### config.mk
export PLATFORM = sky130hd
export DESIGN_NAME = decode_stage
export DESIGN_NICKNAME = d
export VERILOG_FILES = /design/src/rtl/decode_pkg.sv /design/src/rtl/decode_stage_imm_gen.sv /design/src/rtl/decode_stage.sv
export SDC_FILE = /design/constraint.sdc
export NUM_CORES = 1
export LEC_CHECK = 0
export BUFFER_PORTS_ARGS = -buffer_cell sky130_fd_sc_hd__buf_2
export CAP_MARGIN = 0
export CORE_MARGIN = 1.5
export CORE_UTILIZATION = 35
export CTS_CLUSTER_SIZE = 20
export DETAILED_ROUTE_END_ITERATION = 10
export SLEW_MARGIN = 20
export SYNTH_ARGS = -nofsm -noshare
export SYNTH_HDL_FRONTEND = slang
export SYNTH_SLANG_ARGS = --single-unit
### constraint.sdc
create_clock -name clk -period 4.7 [get_ports clk]
set_input_delay 0.47 -clock clk [delete_from_list [all_inputs] [get_ports clk]]
set_output_delay 0.47 -clock clk [all_outputs]
set_load 0.03 [all_outputs]
### src/rtl/decode_pkg.sv
// decode_pkg: opcode and field constants, class flags and
// encoding legality helpers shared by the decode stage.
package decode_pkg;

  localparam logic [6:0] OPC_LOAD    = 7'b0000011;
  localparam logic [6:0] OPC_MISC    = 7'b0001111;
  localparam logic [6:0] OPC_OPIMM   = 7'b0010011;
  localparam logic [6:0] OPC_AUIPC   = 7'b0010111;
  localparam logic [6:0] OPC_OPIMM32 = 7'b0011011;
  localparam logic [6:0] OPC_STORE   = 7'b0100011;
  localparam logic [6:0] OPC_OP      = 7'b0110011;
  localparam logic [6:0] OPC_LUI     = 7'b0110111;
  localparam logic [6:0] OPC_OP32    = 7'b0111011;
  localparam logic [6:0] OPC_BRANCH  = 7'b1100011;
  localparam logic [6:0] OPC_JALR    = 7'b1100111;
  localparam logic [6:0] OPC_JAL     = 7'b1101111;
  localparam logic [6:0] OPC_SYSTEM  = 7'b1110011;

  localparam logic [2:0] F3_ADD = 3'b000;
  localparam logic [2:0] F3_SLL = 3'b001;
  localparam logic [2:0] F3_SR  = 3'b101;

  localparam logic [6:0] F7_BASE   = 7'b0000000;
  localparam logic [6:0] F7_ALT    = 7'b0100000;
  localparam logic [6:0] F7_MULDIV = 7'b0000001;

  typedef struct packed {
    logic is_alu;
    logic is_load;
    logic is_store;
    logic is_branch;
    logic is_jump;
    logic is_reg;
    logic is_word;
    logic is_misc;
    logic is_system;
  } class_t;

  function automatic logic op_ok(
    input logic [6:0] f7,
    input logic [2:0] f3,
    input logic       m
  );
    return (f7 == F7_BASE)
        || (f7 == F7_ALT && (f3 == F3_ADD || f3 == F3_SR))
        || (m && f7 == F7_MULDIV);
  endfunction

  // wide: 6-bit shamt, so only funct6 is an opcode field
  function automatic logic shift_ok(
    input logic       wide,
    input logic [6:0] f7,
    input logic [2:0] f3
  );
    if (wide)
      return (f7[6:1] == 6'b000000)
          || (f7[6:1] == 6'b010000 && f3 == F3_SR);
    return (f7 == F7_BASE)
        || (f7 == F7_ALT && f3 == F3_SR);
  endfunction

  function automatic logic load_ok(
    input logic       rv64,
    input logic [2:0] f3
  );
    if (f3 == 3'b111)
      return 1'b0;
    return rv64 || (f3 != 3'b011 && f3 != 3'b110);
  endfunction

  function automatic logic store_ok(
    input logic       rv64,
    input logic [2:0] f3
  );
    return rv64 ? (f3 < 3'b100) : (f3 < 3'b011);
  endfunction

  function automatic logic branch_ok(
    input logic [2:0] f3
  );
    return f3 != 3'b010 && f3 != 3'b011;
  endfunction

endpackage

### src/rtl/decode_stage_imm_gen.sv
// imm_gen: sign-extended I/S/B/U/J immediates of one
// instruction word, widened to XLEN.
module imm_gen #(
  parameter int XLEN = 32
) (
  input  logic [31:0]     instr,
  output logic [XLEN-1:0] imm_i,
  output logic [XLEN-1:0] imm_s,
  output logic [XLEN-1:0] imm_b,
  output logic [XLEN-1:0] imm_u,
  output logic [XLEN-1:0] imm_j
);

  assign imm_i = XLEN'(signed'(instr[31:20]));
  assign imm_s = XLEN'(signed'({instr[31:25],
                                instr[11:7]}));
  assign imm_b = XLEN'(signed'({instr[31], instr[7],
                                instr[30:25], instr[11:8],
                                1'b0}));
  assign imm_u = XLEN'(signed'({instr[31:12], 12'b0}));
  assign imm_j = XLEN'(signed'({instr[31], instr[19:12],
                                instr[20], instr[30:21],
                                1'b0}));

endmodule

### src/rtl/decode_stage.sv
// decode_stage: RV32/RV64 decoder with register-file read and a
// one-entry registered output slot (backpressure, flush).
module decode_stage
  import decode_pkg::*;
#(
  parameter int XLEN     = 32,
  parameter bit ENABLE_M = 1'b0
) (
  input  logic            clk,
  input  logic            reset,
  input  logic            in_valid,
  output logic            in_ready,
  input  logic [31:0]     in_instr,
  input  logic [XLEN-1:0] in_pc,
  input  logic            flush,
  output logic [4:0]      raddr1,
  output logic [4:0]      raddr2,
  input  logic [XLEN-1:0] rdata1,
  input  logic [XLEN-1:0] rdata2,
  output logic            out_valid,
  input  logic            out_ready,
  output logic [XLEN-1:0] out_pc,
  output logic [XLEN-1:0] operand_a,
  output logic [XLEN-1:0] operand_b,
  output logic [XLEN-1:0] store_data,
  output logic [XLEN-1:0] imm,
  output logic [XLEN-1:0] target,
  output logic [4:0]      dest,
  output logic [2:0]      func3,
  output logic [6:0]      func7,
  output logic            is_alu,
  output logic            is_load,
  output logic            is_store,
  output logic            is_branch,
  output logic            is_jump,
  output logic            is_reg,
  output logic            is_word,
  output logic            is_misc,
  output logic            is_system,
  output logic            illegal
);

  localparam bit RV64 = (XLEN == 64);

  typedef struct packed {
    logic [XLEN-1:0] pc;
    logic [XLEN-1:0] a;
    logic [XLEN-1:0] b;
    logic [XLEN-1:0] sd;
    logic [XLEN-1:0] imm;
    logic [XLEN-1:0] tgt;
    logic [4:0]      rd;
    logic [2:0]      f3;
    logic [6:0]      f7;
    class_t          cls;
    logic            ill;
  } entry_t;

  logic            valid_q;
  logic            valid_d;
  entry_t          ent_q;
  entry_t          ent_d;
  entry_t          dec;
  logic            ok;
  logic [5:0]      sh6;
  logic [6:0]      opc;
  logic [2:0]      f3;
  logic [6:0]      f7;
  logic [XLEN-1:0] imm_i;
  logic [XLEN-1:0] imm_s;
  logic [XLEN-1:0] imm_b;
  logic [XLEN-1:0] imm_u;
  logic [XLEN-1:0] imm_j;

  assign opc = in_instr[6:0];
  assign f3  = in_instr[14:12];
  assign f7  = in_instr[31:25];

  assign raddr1 = reset ? 5'd0 : in_instr[19:15];
  assign raddr2 = reset ? 5'd0 : in_instr[24:20];

  imm_gen #(.XLEN(XLEN)) u_imm_gen (
    .instr (in_instr),
    .imm_i (imm_i),
    .imm_s (imm_s),
    .imm_b (imm_b),
    .imm_u (imm_u),
    .imm_j (imm_j)
  );

  always_comb begin
    dec    = '0;
    dec.pc = in_pc;
    dec.rd = in_instr[11:7];
    dec.f3 = f3;
    dec.f7 = f7;
    ok     = 1'b1;
    // word shifts keep a 5-bit shamt even on RV64
    sh6 = (RV64 && opc == OPC_OPIMM) ? in_instr[25:20]
                                     : {1'b0, in_instr[24:20]};
    unique case (1'b1)
      (opc == OPC_OP),
      (RV64 && opc == OPC_OP32): begin
        ok  = op_ok(f7, f3, ENABLE_M);
        dec.a = rdata1;
        dec.b = rdata2;
        dec.cls.is_alu  = 1'b1;
        dec.cls.is_word = (opc == OPC_OP32);
      end
      (opc == OPC_OPIMM),
      (RV64 && opc == OPC_OPIMM32): begin
        dec.a   = rdata1;
        dec.b   = imm_i;
        dec.imm = imm_i;
        if (f3 == F3_SLL || f3 == F3_SR) begin
          ok    = shift_ok(RV64 && opc == OPC_OPIMM, f7, f3);
          dec.b = XLEN'(sh6);
        end
        dec.cls.is_alu  = 1'b1;
        dec.cls.is_word = (opc == OPC_OPIMM32);
      end
      (opc == OPC_LOAD): begin
        ok      = load_ok(RV64, f3);
        dec.a   = rdata1;
        dec.b   = imm_i;
        dec.imm = imm_i;
        dec.cls.is_load = 1'b1;
      end
      (opc == OPC_STORE): begin
        ok      = store_ok(RV64, f3);
        dec.a   = rdata1;
        dec.b   = imm_s;
        dec.sd  = rdata2;
        dec.imm = imm_s;
        dec.rd  = '0;
        dec.cls.is_store = 1'b1;
      end
      (opc == OPC_BRANCH): begin
        ok      = branch_ok(f3);
        dec.a   = rdata1;
        dec.b   = rdata2;
        dec.imm = imm_b;
        dec.tgt = in_pc + imm_b;
        dec.rd  = '0;
        dec.cls.is_branch = 1'b1;
      end
      (opc == OPC_JAL): begin
        dec.a   = in_pc;
        dec.b   = XLEN'(4);
        dec.imm = imm_j;
        dec.tgt = in_pc + imm_j;
        dec.cls.is_jump = 1'b1;
      end
      (opc == OPC_JALR): begin
        ok      = (f3 == 3'b000);
        dec.a   = in_pc;
        dec.b   = XLEN'(4);
        dec.imm = imm_i;
        dec.tgt = (rdata1 + imm_i) & ~XLEN'(1);
        dec.cls.is_jump = 1'b1;
        dec.cls.is_reg  = 1'b1;
      end
      (opc == OPC_LUI): begin
        dec.b   = imm_u;
        dec.imm = imm_u;
        dec.cls.is_alu = 1'b1;
      end
      (opc == OPC_AUIPC): begin
        dec.a   = in_pc;
        dec.b   = imm_u;
        dec.imm = imm_u;
        dec.cls.is_alu = 1'b1;
      end
      (opc == OPC_MISC): begin
        dec.imm = imm_i;
        dec.rd  = '0;
        dec.cls.is_misc = 1'b1;
      end
      (opc == OPC_SYSTEM): begin
        dec.a   = rdata1;
        dec.b   = imm_i;
        dec.imm = imm_i;
        dec.cls.is_system = 1'b1;
      end
      default: ok = 1'b0;
    endcase
    // illegal words keep only pc and raw fields for the trap
    if (!ok) begin
      dec     = '0;
      dec.pc  = in_pc;
      dec.f3  = f3;
      dec.f7  = f7;
      dec.ill = 1'b1;
    end
  end

  assign in_ready = !valid_q || out_ready;

  always_comb begin
    valid_d = valid_q;
    ent_d   = ent_q;
    if (flush) begin
      valid_d = 1'b0;
    end else if (in_valid && in_ready) begin
      valid_d = 1'b1;
      ent_d   = dec;
    end else if (out_ready) begin
      valid_d = 1'b0;
    end
  end

  always_ff @(posedge clk) begin
    if (reset) begin
      valid_q <= 1'b0;
      ent_q   <= '0;
    end else begin
      valid_q <= valid_d;
      ent_q   <= ent_d;
    end
  end

  assign out_valid  = valid_q;
  assign out_pc     = ent_q.pc;
  assign operand_a  = ent_q.a;
  assign operand_b  = ent_q.b;
  assign store_data = ent_q.sd;
  assign imm        = ent_q.imm;
  assign target     = ent_q.tgt;
  assign dest       = ent_q.rd;
  assign func3      = ent_q.f3;
  assign func7      = ent_q.f7;
  assign is_alu     = ent_q.cls.is_alu;
  assign is_load    = ent_q.cls.is_load;
  assign is_store   = ent_q.cls.is_store;
  assign is_branch  = ent_q.cls.is_branch;
  assign is_jump    = ent_q.cls.is_jump;
  assign is_reg     = ent_q.cls.is_reg;
  assign is_word    = ent_q.cls.is_word;
  assign is_misc    = ent_q.cls.is_misc;
  assign is_system  = ent_q.cls.is_system;
  assign illegal    = ent_q.ill;

endmodule
==> results of run 1 <==
[layout by cell type, fill, tap and decap left out, types with 21 or more instances in the layout]
cell type	count
sky130_fd_sc_hd__dfxtp_1	218
sky130_fd_sc_hd__ha_1	64
sky130_fd_sc_hd__a22oi_1	82
sky130_fd_sc_hd__buf_2	360
sky130_fd_sc_hd__nand3_1	39
sky130_fd_sc_hd__o21ai_0	29
sky130_fd_sc_hd__xor2_1	27
sky130_fd_sc_hd__xnor2_1	28
sky130_fd_sc_hd__nand2_1	180
sky130_fd_sc_hd__a21o_1	37
sky130_fd_sc_hd__a22o_1	21
sky130_fd_sc_hd__nor3_1	37
sky130_fd_sc_hd__a21oi_1	178
sky130_fd_sc_hd__nor2_1	188
sky130_fd_sc_hd__clkbuf_16	27
sky130_fd_sc_hd__a2bb2oi_1	43
[metrics by stage]
| step | cell area [um2] | power [uW] | instances | setup slack, ns |
|---|---|---|---|---|
| after floorplan | 12100 | 2480 | 1516 | 0.777 |
| after global placement | 14300 | 2780 | 2242 | 0.405 |
| after detailed placement | 14300 | 2790 | 2242 | 0.371 |
| after CTS | 15100 | 4910 | 2289 | 0.923 |
| after global routing | 15100 | 5070 | 2290 | 0.618 |
| final | 15100 | 4880 | 2290 | 0.886 |
[worst max-delay path, stage by stage]
cell	delay, ns
sky130_fd_sc_hd__buf_2	0.11
sky130_fd_sc_hd__nand2_1	0.11
sky130_fd_sc_hd__nor2_1	0.19
sky130_fd_sc_hd__nand3_1	0.20
sky130_fd_sc_hd__nor2_1	0.20
sky130_fd_sc_hd__buf_4	0.23
sky130_fd_sc_hd__mux2_2	0.38
sky130_fd_sc_hd__fa_1	0.45
sky130_fd_sc_hd__a211oi_1	0.27
sky130_fd_sc_hd__o21bai_1	0.19
sky130_fd_sc_hd__o2111ai_1	0.31
sky130_fd_sc_hd__nand3b_1	0.17
sky130_fd_sc_hd__a21oi_2	0.27
sky130_fd_sc_hd__o21ai_1	0.16
sky130_fd_sc_hd__a221oi_2	0.28
sky130_fd_sc_hd__xnor2_1	0.14
sky130_fd_sc_hd__o211ai_1	0.09
[where the power goes]
| part | switching [uW] | internal (uW) | leakage (uW) |
|---|---|---|---|
| sequential | 9.40 | 1870 | 0.00176 |
| combinational | 581 | 303 | 0.00445 |
| clock | 843 | 1280 | 0.000425 |
| total | 1430 | 3450 | 0.00664 |
[cells by family (layout without fill, tap and decap cells)]
kind of cell / after synthesis / count (layout) / share of synthesized area, %
adders and majority gates: 66 / 66 / 6.93
and+or+nand+nor: 521 / 521 / 18.9
xor gates and xnor gates: 55 / 55 / 3.97
other: 0 / 1 / 0
buffers and inverters: 129 / 447 / 4.40
AOI/OAI and AO/OA: 521 / 521 / 29.3
muxes: 6 / 6 / 0.546
DFF: 218 / 218 / 36.0
[area by class of cell]
class	count	area, um2	share of cell area (%)
sequential	218	4360	28.8
tap	455	569	3.76
clock inverter	8	120	0.793
multi-input combinational	1169	7260	48.0
antenna	1	2.50	0.0165
clock buffer	39	761	5.02
inverter	17	63.8	0.421
timing repair buffer	383	2000	13.2
[layer usage]
metal  GRT usage (%)  part of all wire (%)  up-vias
li1                -                     -     6120
met1            33.2                    40     6234
met2            48.0                    48      596
met3            5.26                   7.9      107
met4            11.1                   4.2        0
met5               0                     0        -
[how the worst max path moves through the flow]
| stage | to | cells after the start | slack [ns] |
|---|---|---|---|
| 4_1_cts | target[31] | 17 | 0.92 |
| 3_3_place_gp | target[31] | 17 | 0.41 |
| 2_1_floorplan | target[30] | 16 | 0.78 |
| 6_report | target[31] | 17 | 0.89 |
| 5_1_grt | target[31] | 17 | 0.62 |
| 3_5_place_dp | target[31] | 17 | 0.37 |
==> results.toml, run 1 <==
[hold_path]
timing.hold.worst.start = "flush"
hold-path-endpoint = "out_valid"
hold_path_class = "input pin to register"
number_of_cells_traversed_by_the_worst_hold_path = 2

[sta]
relative_slew_slack_pct = 36.7
finalHoldViolations = 0
timing.final.setup_violations = 0
layout_min_cycle_time_ns = 3.81
setup_total_negative_slack_ns = 0
final.period_utilization_pct = 81.1
maxClockFrequency_mhz = 262
slew_viol_final = 0
fin_worst_hold_slack_ns = 0.120
timing.clock.skew_ns = 0.0105
max_slew.worst_pin.slew_ns = 0.946
rsz0062_at_grt = "no"

[logic_synthesis]
synth_area_per_cell_um2 = 8.01
netlist-cell-type-count = 82
synth.net_count = 1715
synthDominantAreaCellType = "sky130_fd_sc_hd__dfxtp_1"
post-synth-top-count-cell = "sky130_fd_sc_hd__dfxtp_1"
synth_commonest_cells = "sky130_fd_sc_hd__dfxtp_1 (218), sky130_fd_sc_hd__nor2_1 (190), sky130_fd_sc_hd__nand2_1 (180)"
synth.area.top_cells = "sky130_fd_sc_hd__dfxtp_1 (36%), sky130_fd_sc_hd__a21oi_1 (7.4%), sky130_fd_sc_hd__ha_1 (6.6%)"
post_synth_instance_area_um2 = 12100
synth_register_bits = 218
number_of_enable_type_register_cells_in_the_synthesized_netlist = 0
synth-seq-area-share_pct = 36.0
postSynth.topFlopCell = "sky130_fd_sc_hd__dfxtp_1"
yosys_warnings = 0
synth_cells = 1516
synthDominantCellAreaShare_pct = 36.0
async_reset_ff_share_pct = 0

[worst_setup_path]
reg2reg_slack_ns = 2.10
start_point_of_the_critical_path = "in_instr[5]"
setup.worst_path.class = "input pin to register"
worstPathMaxFanout = 14
worst-endpoint-required_ns = 5.10
r2r-end = "target[24]"
startpoint_type = "input pin"
r2r.worst_path.cells = 7
worstReg2RegStart = "out_valid"
element_type_at_the_critical_path_end = "register"
critPathArrivalTime_ns = 4.22

[placed_design]
port_buffers = 361
gpl.final_weighted_congestion = 0.934
place_hpwl_mm = 37.9

[clock_tree]
cts_root_buf = "sky130_fd_sc_hd__clkbuf_16"
cts.reportedPaths.clkPinSlew_ns = 0.06
post_cts.resized_instances = 0
cts-root-to-sink-buffers = 3
clock_buffers_created_by_tritoncts = 26
cts.htree.levels = 1
post-cts-setup-buffers = 0
clock_latency_ns = 0.54
tritoncts = "done"
cts.sinks = 218
holdBufCountCts = 0

[flow_run]
total_of_max_cap_violations = 0

[detailed_routing]
ant_nets = 0
routed_wl_mm = 51.8
firstDrtPassIters = 5
vias = 13100
detail_route.drc_violations = 0
avgViaCountPerCell = 5.70
drt_iter0_markers = 972
drt-wirelength-per-cell_um = 22.6

[power_and_ir_drop]
cellLeakagePower_uw = 0.00664
peakVddDrop_uv = 322
p_per_area_nw_per_um2 = 322

[grt]
antenna_found_initial = 1
via_count_of_the_first_global_routing_pass = 12200
grt_util_all_layers_pct = 27.5
overflow = 0
grt_first_pass_wirelength_mm = 75.8
grt_max_degree = 118

[die]
row_count = 68
core_um2 = 34400
floorplan.die.width_um = 189
boundaryPins = 362
die_height_um = 189
design.die.area_um2 = 35800
initial_utilization_pct = 35.3

[finish]
utilization_after_layout_pct = 44.1
layout.filler_cells = 3553
final_layout_size_suffix_gt1_share_pct = 25.1
finish.net_count = 2014
layout-area-overhead-vs-synth_pct = 24.8

[outcome]
status = "finished, final reports clean"
Note: power is estimated with default switching activity, not from simulation.
==> run 2, diff against run 1 <==
ABC_AREA = 1   (was default)
clock period = 3.4 ns   (was 4.7 ns; I/O delays follow)
==> results.toml, run 2 <==
[outcome]
status = "finished, final reports clean"

[power_and_ir_drop]
intPower_uw = 4780
cellLeakagePower_uw = 0.00910
net-switching-power_uw = 2200
comb_power_share_pct = 20.3
p_per_area_nw_per_um2 = 398
share_clk_of_total_power_pct = 42.3
power_switching_share_pct = 31.5
seqPwrFrac_pct = 37.4
peakVddDrop_uv = 368

[finish]
layout.filler_cells = 4360
layout.cells.most_common = "sky130_fd_sc_hd__nand2_1"
final_layout_size_suffix_gt1_share_pct = 17.6
multi_input_comb_area_um2 = 8280
layout-area-overhead-vs-synth_pct = 23.9
layout_common_cells = "sky130_fd_sc_hd__nand2_1 (874), sky130_fd_sc_hd__buf_2 (360), sky130_fd_sc_hd__inv_1 (284), sky130_fd_sc_hd__nand3_1 (233), sky130_fd_sc_hd__a21oi_1 (224)"
fin_area_um2 = 17600
seqCellArea_um2 = 4360
finish.net_count = 2902

[logic_synthesis]
synth.net_count = 2573
post_synth_instance_area_um2 = 14200
synth.area.top_cells = "sky130_fd_sc_hd__dfxtp_1 (31%), sky130_fd_sc_hd__nand2_1 (23%), sky130_fd_sc_hd__nand3_1 (8.2%)"
async_reset_ff_share_pct = 0
number_of_enable_type_register_cells_in_the_synthesized_netlist = 0
synth_area_per_cell_um2 = 5.97
synth_register_bits = 218
synth-seq-area-share_pct = 30.8
synthDominantCellAreaShare_pct = 30.8
netlist-cell-type-count = 35
yosys_warnings = 0
synth_cells = 2374
post-synth-top-count-cell = "sky130_fd_sc_hd__nand2_1"
synth_commonest_cells = "sky130_fd_sc_hd__nand2_1 (874), sky130_fd_sc_hd__inv_1 (284), sky130_fd_sc_hd__nand3_1 (233)"
postSynth.topFlopCell = "sky130_fd_sc_hd__dfxtp_1"
synthDominantAreaCellType = "sky130_fd_sc_hd__dfxtp_1"

[detailed_routing]
ant_nets = 0
avgViaCountPerCell = 5.09
routed_wl_mm = 60.8
route.met2.wl_mm = 24.9
met3_length_mm = 5.58
drt-wirelength-per-cell_um = 18.7
drt-met1-wl_mm = 29.0
routed.top_layer = "met4"
firstDrtPassIters = 6
drt_iter0_markers = 1427
detail_route.drc_violations = 0
vias = 16500

[clock_tree]
post-cts-setup-buffers = 0
cts.reportedPaths.clkPinSlew_ns = 0.06
post_cts.resized_instances = 0
cts.htree.levels = 1
cts_root_buf = "sky130_fd_sc_hd__clkbuf_16"
holdBufCountCts = 1
cts-root-to-sink-buffers = 3
tritoncts = "done"
clock_buffers_created_by_tritoncts = 26
clock_latency_ns = 0.57
cts.sinks = 218

[sta]
maxClockFrequency_mhz = 374
finalHoldViolations = 0
timing.clock.skew_ns = 0.0185
timing.final.setup_violations = 0
layout_min_cycle_time_ns = 2.67
relative_slew_slack_pct = 40.3
final.period_utilization_pct = 78.6
rsz0062_at_grt = "no"
setup_total_negative_slack_ns = 0
max_slew.worst_pin.slew_ns = 0.890
slew_viol_final = 0

[die]
design.die.area_um2 = 41700
floorplan.die.width_um = 204
row_count = 73
boundaryPins = 362
core_um2 = 39800
initial_utilization_pct = 35.6
die_height_um = 204

[grt]
grt_max_degree = 93
via_count_of_the_first_global_routing_pass = 15200
antenna_found_initial = 4
grt_first_pass_wirelength_mm = 89.9
grt_util_all_layers_pct = 28.1
overflow = 0

[worst_setup_path]
crit_buf_inv = 6
crit_chain = "buf_2 > inv_1 > nor3_1 > buf_4 > nand2_2 > inv_1 > buf_4 > nand2_1 > nand2_1 > ha_1 > nand2_1 > inv_1 > a21oi_1 > nand3_1 > or2_2 > nand3_1 > nand2_1 > nand2_1 > a21oi_1"
path_delay_family = "simple AND/OR/NAND/NOR gates"
crit_path_frequent_cell = "sky130_fd_sc_hd__nand2_1"
worst_path_max_delay_cell = "sky130_fd_sc_hd__a21oi_1"
element_type_at_the_critical_path_end = "register"
startpoint_type = "input pin"
max_stage_delay_ns = 0.32
worst-endpoint-required_ns = 3.84
worstPathMaxFanout = 7
critPathArrivalTime_ns = 3.11
setup.worst_path.class = "input pin to register"

[placed_design]
gpl.final_weighted_congestion = 0.991
port_buffers = 361
place_hpwl_mm = 48.1
post_dp_cell_area_um2 = 16600

[hold_path]
hold_path_class = "input pin to register"

[flow_run]
total_of_max_cap_violations = 0
[run 2: cell types whose count changed after synthesis, moves of 21 or more]
cell and delta:
sky130_fd_sc_hd__nand3_1 +194, sky130_fd_sc_hd__nor3_1 -22, sky130_fd_sc_hd__xnor2_1 -28, sky130_fd_sc_hd__nor2_1 -27, sky130_fd_sc_hd__inv_1 +267, sky130_fd_sc_hd__a22oi_1 -81
sky130_fd_sc_hd__a21oi_1 +46, sky130_fd_sc_hd__a22o_1 -21, sky130_fd_sc_hd__a211oi_1 +37, sky130_fd_sc_hd__a21o_1 -36, sky130_fd_sc_hd__xor2_1 -21, sky130_fd_sc_hd__nand2_1 +694
sky130_fd_sc_hd__a2bb2oi_1 -43, sky130_fd_sc_hd__o21ai_0 +32
[run 2: cell type report]
type,count,area share [%]
sequential,218,24.9
clock inverter,11,0.869
inverter,295,6.33
multi-input combinational,1756,47.1
tap,525,3.74
clock buffer,36,4.26
timing repair buffer,406,12.8
antenna,4,0.0570
[run 2: final timing paths]
path / cells past startpoint / from / endpoint / slack [ns]
worst min register to register: 2 / is_word / is_word / 0.43
worst max-delay path: 19 / in_instr[3] / target[12] / 0.73
worst min-delay path: 3 / rdata2[28] / store_data[28] / 0.06
worst max register to register: 7 / out_valid / out_pc[18] / 1.22
[run 2: cell families after synthesis]
| group | Yosys count | synth area share, % |
|---|---|---|
| AO/OA/AOI/OAI | 343 | 13.1 |
| XOR/XNOR | 6 | 0.371 |
| adder cells (fa/ha/maj) | 66 | 5.93 |
| buffers and inverters | 400 | 11.0 |
| flip-flops | 218 | 30.8 |
| AND/OR/NAND/NOR | 1341 | 38.8 |
[run 2: stage by stage]
step | setup WS, ns | utilization (%) | total power, uW | hold slack (ns) | instances
3_5_place_dp | 0.127 | 41.8 | 4070 | 0.425 | 3199
3_3_place_gp | 0.140 | 41.8 | 4060 | 0.424 | 3199
5_1_grt | 0.431 | 44.1 | 7300 | 0.0612 | 3250
2_1_floorplan | 0.573 | - | 3540 | 0.413 | 2374
4_1_cts | 0.727 | 44.1 | 7030 | 0.0476 | 3247
6_report | 0.729 | 44.1 | 6990 | 0.0630 | 3251
[run 2: worst reg2reg max path, cell delays in order (launching register included)]
cell                       delay [ns]
sky130_fd_sc_hd__dfxtp_1         0.31
sky130_fd_sc_hd__inv_1           0.05
sky130_fd_sc_hd__nor2_1          0.05
sky130_fd_sc_hd__nor3_2          0.36
sky130_fd_sc_hd__buf_12          0.36
sky130_fd_sc_hd__buf_4           0.62
sky130_fd_sc_hd__nor2_1          0.14
sky130_fd_sc_hd__a211oi_1        0.22
[run 2: routing by layer]
layer | global-route usage, % | vias up
li1 | - | 8244
met1 | 41.5 | 7590
met2 | 40.2 | 629
met3 | 7.11 | 82
met4 | 7.12 | 0
met5 | 0 | -
[run 2: power by group through the flow]
stage          Sequential (uW)  Combinational (uW)  Clock, uW
6_report                  2610                1420       2950
5_1_grt                   2610                1570       3110
4_1_cts                   2610                1400       3010
3_5_place_dp              2670                1400          0
3_3_place_gp              2670                1390          0
2_1_floorplan             2740                 808          0
